### src/rtl/midi_pkg.sv
// Shared note/sequencer types and default widths for the synth datapath.
package midi_pkg;

  localparam int unsigned PITCH_W = 7;
  localparam int unsigned INDEX_W = 11;
  localparam int unsigned DUR_W   = 12;

  localparam logic [PITCH_W-1:0] PITCH_REST = '0;

  typedef enum logic [2:0] {
    StIdle,
    StLoad,
    StPlay,
    StPause,
    StDone
  } seq_state_t;

endpackage

### src/rtl/note_sequencer_if.sv
// Player/ROM <-> note sequencer signal bundle. The master side drives the controls and the
// ROM data; the slave side is the sequencer.
interface note_sequencer_if #(
  parameter int unsigned INDEX_W = midi_pkg::INDEX_W,
  parameter int unsigned PITCH_W = midi_pkg::PITCH_W,
  parameter int unsigned DUR_W   = midi_pkg::DUR_W
);

  logic               play;
  logic               restart;
  logic [INDEX_W-1:0] song_len;
  logic [INDEX_W-1:0] note_index;
  logic [PITCH_W-1:0] note_pitch;
  logic [DUR_W-1:0]   note_dur;
  logic [PITCH_W-1:0] pitch_out;
  logic               gate;
  logic               note_start;
  logic               song_done;

  modport master (
    output play, restart, song_len, note_pitch, note_dur,
    input  note_index, pitch_out, gate, note_start, song_done
  );

  modport slave (
    input  play, restart, song_len, note_pitch, note_dur,
    output note_index, pitch_out, gate, note_start, song_done
  );

endinterface

### src/rtl/tick_divider.sv
// Prescaler: pulses tick_o for one cycle on every DIV-th enabled cycle; clear_i restarts the count.
module tick_divider #(
  parameter int unsigned DIV = 50_000
) (
  input  logic clk,
  input  logic reset,
  input  logic clear_i,
  input  logic enable_i,
  output logic tick_o
);

  localparam int unsigned    CntW   = (DIV > 1) ? $clog2(DIV) : 1;
  localparam logic [CntW-1:0] CntMax = CntW'(DIV - 1);

  logic [CntW-1:0] cnt_q, cnt_d;

  assign tick_o = enable_i && (cnt_q == CntMax);

  always_comb begin
    cnt_d = cnt_q;
    if (clear_i) begin
      cnt_d = '0;
    end else if (enable_i) begin
      cnt_d = tick_o ? '0 : cnt_q + CntW'(1);
    end
  end

  always_ff @(posedge clk or posedge reset) begin
    if (reset) begin
      cnt_q <= '0;
    end else begin
      cnt_q <= cnt_d;
    end
  end

endmodule

### src/rtl/note_sequencer.sv
// Steps a song through its pitch/duration ROMs and presents the current note to the tone
// generator. Define SEQ_LOOP_EN to wrap to note 0 at the end of the song instead of stopping.
module note_sequencer #(
  parameter int unsigned CLK_HZ  = 50_000_000,
  parameter int unsigned TICK_HZ = 1000,
  parameter int unsigned INDEX_W = midi_pkg::INDEX_W,
  parameter int unsigned PITCH_W = midi_pkg::PITCH_W,
  parameter int unsigned DUR_W   = midi_pkg::DUR_W
) (
  input logic             clk,
  input logic             reset,
  note_sequencer_if.slave bus
);

  import midi_pkg::*;

  localparam int unsigned TickDiv = CLK_HZ / TICK_HZ;

  seq_state_t         state_q;
  logic [INDEX_W-1:0] note_index_q;
  logic [PITCH_W-1:0] pitch_q;
  logic [DUR_W-1:0]   remaining_q;
  logic               gate_q;
  logic               note_start_q;
  logic               song_done_q;

  logic presc_clear;
  logic presc_en;
  logic tick;
  logic last_note;

  always_comb begin
    presc_clear = bus.restart || (state_q == StLoad);
    presc_en    = (state_q == StPlay);
    last_note   = (note_index_q == bus.song_len - INDEX_W'(1));
  end

  tick_divider #(
    .DIV(TickDiv)
  ) u_tick_divider (
    .clk     (clk),
    .reset   (reset),
    .clear_i (presc_clear),
    .enable_i(presc_en),
    .tick_o  (tick)
  );

  always_ff @(posedge clk or posedge reset) begin
    if (reset) begin
      state_q      <= StIdle;
      note_index_q <= '0;
      pitch_q      <= '0;
      remaining_q  <= '0;
      gate_q       <= 1'b0;
      note_start_q <= 1'b0;
      song_done_q  <= 1'b0;
    end else begin
      note_start_q <= 1'b0;
      song_done_q  <= 1'b0;
      if (bus.restart) begin
        note_index_q <= '0;
        pitch_q      <= '0;
        remaining_q  <= '0;
        gate_q       <= 1'b0;
        state_q      <= bus.play ? StLoad : StIdle;
      end else begin
        unique case (state_q)
          StIdle: begin
            gate_q <= 1'b0;
            if (bus.play) begin
              if (bus.song_len == '0) begin
                song_done_q <= 1'b1;
                state_q     <= StDone;
              end else begin
                state_q <= StLoad;
              end
            end
          end
          StLoad: begin
            pitch_q      <= bus.note_pitch;
            // A zero duration still gets one tick so the note is audible.
            remaining_q  <= (bus.note_dur == '0) ? DUR_W'(1) : bus.note_dur;
            gate_q       <= (bus.note_pitch != PITCH_W'(PITCH_REST));
            note_start_q <= 1'b1;
            state_q      <= StPlay;
          end
          StPlay: begin
            if (tick && (remaining_q == DUR_W'(1))) begin
              gate_q <= 1'b0;
              if (last_note) begin
                song_done_q <= 1'b1;
`ifdef SEQ_LOOP_EN
                note_index_q <= '0;
                state_q      <= StLoad;
`else
                pitch_q <= '0;
                state_q <= StDone;
`endif
              end else begin
                note_index_q <= note_index_q + INDEX_W'(1);
                state_q      <= StLoad;
              end
            end else begin
              if (tick) begin
                remaining_q <= remaining_q - DUR_W'(1);
              end
              if (!bus.play) begin
                gate_q  <= 1'b0;
                state_q <= StPause;
              end
            end
          end
          StPause: begin
            if (bus.play) begin
              gate_q  <= (pitch_q != PITCH_W'(PITCH_REST));
              state_q <= StPlay;
            end
          end
          StDone: begin
            gate_q <= 1'b0;
          end
          default: begin
            state_q <= StIdle;
          end
        endcase
      end
    end
  end

  assign bus.note_index = note_index_q;
  assign bus.pitch_out  = pitch_q;
  assign bus.gate       = gate_q;
  assign bus.note_start = note_start_q;
  assign bus.song_done  = song_done_q;

endmodule
### src/flat_wrapper.sv
// flat-port wrapper written by rule: the top's interface ports become plain ports
module note_sequencer_flat import midi_pkg::*;
#(
  parameter int unsigned CLK_HZ  = 50_000_000,
  parameter int unsigned TICK_HZ = 1000,
  parameter int unsigned INDEX_W = midi_pkg::INDEX_W,
  parameter int unsigned PITCH_W = midi_pkg::PITCH_W,
  parameter int unsigned DUR_W   = midi_pkg::DUR_W
)
  (clk, reset, bus_play, bus_restart, bus_song_len, bus_note_pitch, bus_note_dur, bus_note_index, bus_pitch_out, bus_gate, bus_note_start, bus_song_done);
  note_sequencer_if #(.INDEX_W(INDEX_W), .PITCH_W(PITCH_W), .DUR_W(DUR_W)) bus_i ();
  input logic clk;
  input logic reset;
  input wire logic [$bits(bus_i.play)-1:0] bus_play;
  input wire logic [$bits(bus_i.restart)-1:0] bus_restart;
  input wire logic [$bits(bus_i.song_len)-1:0] bus_song_len;
  input wire logic [$bits(bus_i.note_pitch)-1:0] bus_note_pitch;
  input wire logic [$bits(bus_i.note_dur)-1:0] bus_note_dur;
  output wire logic [$bits(bus_i.note_index)-1:0] bus_note_index;
  output wire logic [$bits(bus_i.pitch_out)-1:0] bus_pitch_out;
  output wire logic [$bits(bus_i.gate)-1:0] bus_gate;
  output wire logic [$bits(bus_i.note_start)-1:0] bus_note_start;
  output wire logic [$bits(bus_i.song_done)-1:0] bus_song_done;
  assign bus_i.play = bus_play;
  assign bus_i.restart = bus_restart;
  assign bus_i.song_len = bus_song_len;
  assign bus_i.note_pitch = bus_note_pitch;
  assign bus_i.note_dur = bus_note_dur;
  assign bus_note_index = bus_i.note_index;
  assign bus_pitch_out = bus_i.pitch_out;
  assign bus_gate = bus_i.gate;
  assign bus_note_start = bus_i.note_start;
  assign bus_song_done = bus_i.song_done;
  note_sequencer #(.CLK_HZ(CLK_HZ), .TICK_HZ(TICK_HZ), .INDEX_W(INDEX_W), .PITCH_W(PITCH_W), .DUR_W(DUR_W)) u_core (.clk(clk), .reset(reset), .bus(bus_i));
endmodule
### config.mk
export PLATFORM = sky130hd
export DESIGN_NAME = note_sequencer_flat
export DESIGN_NICKNAME = d
export VERILOG_FILES = /design/src/rtl/midi_pkg.sv /design/src/rtl/note_sequencer_if.sv /design/src/rtl/tick_divider.sv /design/src/rtl/note_sequencer.sv /design/src/flat_wrapper.sv
export SDC_FILE = /design/constraint.sdc
export NUM_CORES = 1
export LEC_CHECK = 0
export BUFFER_PORTS_ARGS = -buffer_cell sky130_fd_sc_hd__clkbuf_2
export CAP_MARGIN = 20
export CELL_PAD_IN_SITES_DETAIL_PLACEMENT = 1
export CELL_PAD_IN_SITES_GLOBAL_PLACEMENT = 1
export CORE_UTILIZATION = 43
export DETAILED_ROUTE_END_ITERATION = 16
export MAX_ROUTING_LAYER = met4
export PLACE_DENSITY_LB_ADDON = 0.08
export SETUP_SLACK_MARGIN = 0.02
export SLEW_MARGIN = 5
export SYNTH_ARGS = -nofsm -noshare
export SYNTH_HDL_FRONTEND = slang
export SYNTH_HIERARCHICAL = 1
export SYNTH_SLANG_ARGS = --single-unit
export TNS_END_PERCENT = 20
### constraint.sdc
create_clock -name clk -period 4.64 [get_ports clk]
set_clock_uncertainty 0.1 [all_clocks]
set_input_delay 0.464 -clock clk [delete_from_list [all_inputs] [get_ports clk]]
set_output_delay 0.464 -clock clk [all_outputs]
set_load 0.005 [all_outputs]
## Yosys cells after proc, flatten, opt, wreduce, memory -nomap -nowiden

Cells that the tools add are included.

- Reductions and logical operators: 19
- Add/sub/neg operators: 4
- Eq/ne operators: 16
- Mux-type cells: 38

Operator list:

| cell | count |
|---|---|
| two-way mux 12 bit | 4 |
| two-way mux 16 bit | 3 |
| two-way mux 11 bit | 4 |
| case mux 12 bit (2 select lines) | 1 |
| two-way mux 3 bit | 7 |
| two-way mux 7 bit | 3 |
| adder 16 x 1 -> 16 bit, second input constant | 1 |
| equality test 16 bit, second input constant | 1 |
| case mux 3 bit (5 select lines) | 1 |
| case mux 7 bit (2 select lines) | 1 |
| nonzero test 7 bit | 2 |
| equality test 12 x 1 -> 1 bit, second input constant | 1 |
| logical NOT 12 bit | 1 |
| two-way mux 1 bit | 12 |
| AND reduction 3 bit | 4 |
| subtractor 12 x 1 -> 12 bit, second input constant | 1 |
| adder 11 x 1 -> 11 bit, second input constant | 1 |
| equality test 11 bit | 1 |
| logical NOT 11 bit | 1 |
| subtractor 11 x 1 -> 11 bit, second input constant | 1 |
| inequality test 3 x 2 -> 1 bit, second input constant | 3 |
| inequality test 3 bit, second input constant | 3 |
| equality test 3 x 2 -> 1 bit, second input constant | 2 |
| nonzero test 2 bit | 3 |
| 13 further kinds | 15 |

- Output and inout bits: 21
- Bits in registers: 52
- Logic and storage cells: 85
- Input port bits: 34

## Depth between registers and ports, before layout

- Depth in word-level cells: 6
- Mapped depth: 14
- Mapped depth without buffers: 11

## Cells and area by module

The synthesis kept the hierarchy.

Modules (own cells, without submodules):

| module | instances | area each (um^2) | sequential area each (um^2) | cells an instance |
|---|---|---|---|---|
| note_sequencer | 1 | 2740.1 | 900.9 | 324 |
| tick_divider | 1 | 938.4 | 400.4 | 107 |

## Worst setup path after synthesis

No wires, ideal clock.

- Kind: register -> register
- From: register u_core.state_q[1]
- To: register u_core.note_index_q[9] (netlist: u_core/bus.note_index[9])
- Setup time: 0.125 ns
- Clock period less this slack: 3.391 ns
- Data required time: 4.415 ns
- Cell stages (with the launch flop): 14
- Path buffers: 3
- Path slack: 1.249 ns
- Arrival: 3.166 ns
- Cells stage by stage: dfrtp_1 -> clkbuf_1 -> inv_1 -> or3_1 -> clkbuf_1 -> inv_1 -> clkbuf_1 -> nand4_1 -> nor4_1 -> nand4_1 -> nor2_1 -> nand4_1 -> a21oi_2 -> mux2_4

- Longest elaborated chain between the ends: 5
- Elaborated cells on any way between the ends: 6
- Classes of those cells: eq/ne: 1; reduce/logical: 5

Ends and longest elaborated chain:

| element | line | source |
|---|---|---|
| start, declared | note_sequencer.sv:19 | `seq_state_t state_q;` |
| start signal, assigned | note_sequencer.sv:50 | `state_q <= StIdle;` |
| start signal, assigned | note_sequencer.sv:65 | `state_q <= bus.play ? StLoad : StIdle;` |
| start signal, assigned | note_sequencer.sv:73 | `state_q <= StDone;` |
| equality test 3 x 2 -> 1 bit | note_sequencer.sv:34 | `presc_en = (state_q == StPlay);` |
| named net u_core.presc_en | note_sequencer.sv:28 | `logic presc_en;` |
| logical AND 1 bit | tick_divider.sv:17 | `assign tick_o = enable_i && (cnt_q == CntMax);` |
| named net u_core.tick | note_sequencer.sv:29 | `logic tick;` |
| logical AND 1 bit | note_sequencer.sv:88 | `if (tick && (remaining_q == DUR_W'(1))) begin` |
| nonzero test 2 bit (no source line) | - |  |
| AND reduction 3 bit (no source line) | - |  |
| end signal, assigned | note_sequencer.sv:100 | `note_index_q <= note_index_q + INDEX_W'(1);` |
| end, declared | note_sequencer.sv:20 | `logic [INDEX_W-1:0] note_index_q;` |

The timed path passes the listed nets, and every way through them passes these cells.
A chain may end at the register's enable or synchronous reset.

## Final worst setup path

- From: register u_core.state_q[1]
- To: register u_core.note_index_q[9] (netlist: u_core/bus.note_index[9])

- Longest elaborated chain between the ends: 5
- Elaborated cells on any way between the ends: 6
- Classes of those cells: eq/ne: 1; reduce/logical: 5

Ends and longest elaborated chain:

| element | line |
|---|---|
| equality test 3 x 2 -> 1 bit | note_sequencer.sv:34 |
| logical AND 1 bit | tick_divider.sv:17 |
| named net u_core.tick | note_sequencer.sv:29 |
| logical AND 1 bit | note_sequencer.sv:88 |
| nonzero test 2 bit (no source line) | - |
| AND reduction 3 bit (no source line) | - |

The timed path passes the listed nets, and every way through them passes these cells.

==> results.json <==
{
  "status": "finished, final reports clean",
  "yosys_warnings": 6,
  "synth.most_common_cell": "dfrtp_1",
  "syn_to_final_growth_pct": 11.7,
  "synth_fp_nets": 470,
  "critPathCaptureType": "register",
  "clock_latency_ns": 0.31,
  "worst_slew_pin_slew_ns": 0.844,
  "clock_sinks": 52,
  "slew-limit-headroom_pct": 43.3,
  "required_ns": 4.74,
  "clk_pin_slew_worst_paths_ns": 0.10,
  "report.final.hold_viol_count": 0,
  "routedWlPerCell_um": 17.7,
  "ant_nets": 0,
  "worstHoldPathType": "in -> async",
  "fin_ws_ns": 0.646,
  "place_congestion": 0.862,
  "fillCellCount": 1035,
  "setup_tns_ns": 0,
  "yosysTopAreaCell": "dfrtp_1",
  "synthesis.area_sq_mm": 0.00368,
  "syn_inst": 431,
  "syn_area_per_cell_sq_um": 8.53,
  "fin_crit_ns": 3.99,
  "rsz0062_at_grt": "no",
  "report.final.slew_viol_count": 0,
  "h-tree-depth": 2,
  "startpoint_type": "register",
  "setup_violations": 0,
  "grtUsageTotal_pct": 25.4,
  "drc_errors": 0,
  "die_h_um": 94.5,
  "cap_violations": 0,
  "worstPathArrival_ns": 4.10,
  "dpl.hpwl_um": 7620,
  "start_util_pct": 44.5,
  "async_flop_share_pct": 100,
  "wirelength_um": 10400,
  "synth.top_cells.by_area": "dfrtp_1, nor2_1, xnor2_1",
  "clock.fmax_mhz": 250,
  "io_buffers": 54,
  "diodes": 0,
  "cts_hold_buf": 0,
  "first_iter_violations": 132,
  "synth_top_area_share_pct": 35.4,
  "critPathKind": "reg -> reg",
  "grt_pass1_vias": 3449,
  "numCtsBuffers": 5,
  "hold_ws_ns": 0.123,
  "max-clock-path-buffers": 2,
  "core_sq_mm": 0.00826,
  "synth-edff-count": 0,
  "synth_commonest_cells": "dfrtp_1, nor2_1, nand2_1",
  "cts_setup_buffers": 0,
  "core.rowCount": 33,
  "cellPowerDensity_mw_per_mm2": 271,
  "die-area_sq_mm": 0.00893,
  "firstDrtPassIters": 6,
  "ys_ff_latch": 52,
  "seq_area_frac_synth_pct": 35.4,
  "p_leak_nw": 1.71,
  "peakVddDrop_uv": 148,
  "grt_overflow": 0,
  "io_pins": 55,
  "die_width_um": 94.5,
  "vias_per_cell": 6.02,
  "drive_gt1_share_pct": 19.6,
  "cts_resized": 0,
  "synth_top_flop_cell": "dfrtp_1",
  "antenna_found_initial": 0,
  "crit_fanout": 24,
  "num-nets-final": 518,
  "cts-root-buf": "clkbuf_8",
  "fin_crit_sh_pct": 86.1,
  "tritoncts": "built",
  "synth.distinct_cells": 62,
  "dp_worst_setup_slack_ns": 0.791,
  "grt_max_degree": 37,
  "grt_pass1_wl_um": 17400,
  "vias": 3523
}
[logic make-up (layout without fill, tap and decap cells)]
family | Yosys count | after routing | synth area share, %
AND/OR/NAND/NOR | 195 | 195 | 28.1
AO/OA/AOI/OAI | 114 | 114 | 21.5
flip-flops | 52 | 52 | 35.4
buffers and inverters | 32 | 81 | 3.98
XOR/XNOR | 20 | 20 | 4.76
multiplexers | 13 | 13 | 4.59
adder cells (fa/ha/maj) | 5 | 5 | 1.70
[critical path: stages (launching register included)]
cell	delay [ns]
dfrtp_1	0.55
inv_1	0.14
or3_1	0.71
inv_1	0.18
nand4_1	0.12
nor4_1	0.47
nand4_1	0.38
nor2_1	0.57
nand4_1	0.20
a21oi_2	0.17
mux2_4	0.30
[final timing paths]
| check | end | slack, ns | from | depth (start not counted) |
|---|---|---|---|---|
| min in group clk | u_core/bus.pitch_out[3] | 0.31 | bus_note_pitch[3] | 3 |
| hold reg to reg | u_core/remaining_q[5] | 0.46 | u_core/remaining_q[5] | 2 |
| hold / removal | u_core/u_tick_divider/cnt_q[8] | 0.12 | reset | 2 |
| max in group asynchronous | u_core/u_tick_divider/cnt_q[1] | 3.89 | reset | 2 |
| setup reg to reg | u_core/bus.note_index[9] | 0.65 | u_core/state_q[1] | 10 |
| setup / recovery | u_core/bus.note_index[9] | 0.65 | u_core/state_q[1] | 10 |
[report_power, final]
group	internal (W)	leakage (nW)	switching, W
sequential	0.000488	0.712	0.0000443
clock	0.000108	0.0424	0.000157
combinational	0.000118	0.953	0.000198
total	0.000715	1.71	0.000399
[metrics by stage]
step	cells	total power (W)	util (%)	instance area, sq um
final	585	0.00111	49.8	4110
after global routing	585	0.00120	49.8	4110
after global placement	577	0.000845	48.7	4020
after detailed placement	577	0.000856	48.7	4020
after CTS	585	0.00113	49.8	4110
after floorplan	431	0.000742	-	3680
[routing by layer]
layer / global-route usage, % / wire length, um
met1: 36.0 / 5340
met2: 39.6 / 4700
met3: 2.90 / 241
met4: 4.55 / 89
met5: - / 0
[state kept, by name, indices dropped and copies added (netlist names)]
register / cells
u_core/bus.song_done: 1
u_core/bus.note_index: 11
u_core/bus.pitch_out: 7
u_core/bus.note_start: 1
u_core/state_q: 3
u_core/remaining_q: 12
u_core/u_tick_divider/cnt_q: 16
u_core/bus.gate: 1
[cell type report]
| type | instances | area [sq um] | area share [%] |
|---|---|---|---|
| Inverter | 14 | 52.6 | 1.28 |
| Clock inverter | 1 | 8.76 | 0.213 |
| Timing Repair Buffer | 59 | 308 | 7.49 |
| Multi-Input combinational cell | 347 | 2230 | 54.3 |
| Tap cell | 105 | 131 | 3.20 |
| Sequential cell | 52 | 1300 | 31.7 |
| Clock buffer | 7 | 76.3 | 1.86 |
[cell usage in the layout (no fill, tap or decap), types with 3 or more instances in the layout]
cell	n
nor2b_1	12
dfrtp_1	52
clkbuf_8	5
and3_1	3
mux2i_1	3
nor4b_1	3
and4_1	3
a21o_1	3
o311ai_0	7
mux2_2	3
nor3_1	20
nor4_1	16
clkbuf_2	54
nor2_1	46
o211ai_1	6
nand3_1	12
nor3b_1	5
nand4_1	11
buf_4	5
a211oi_1	3
o21ai_0	29
nand2b_1	6
inv_1	14
a31oi_1	6
nand2_1	37
xnor2_1	18
or3_1	7
a21oi_2	7
a22oi_1	9
a21oi_1	21
ha_1	5
mux2_4	7
o31ai_1	4
Note: power is estimated with default switching activity, not from simulation.
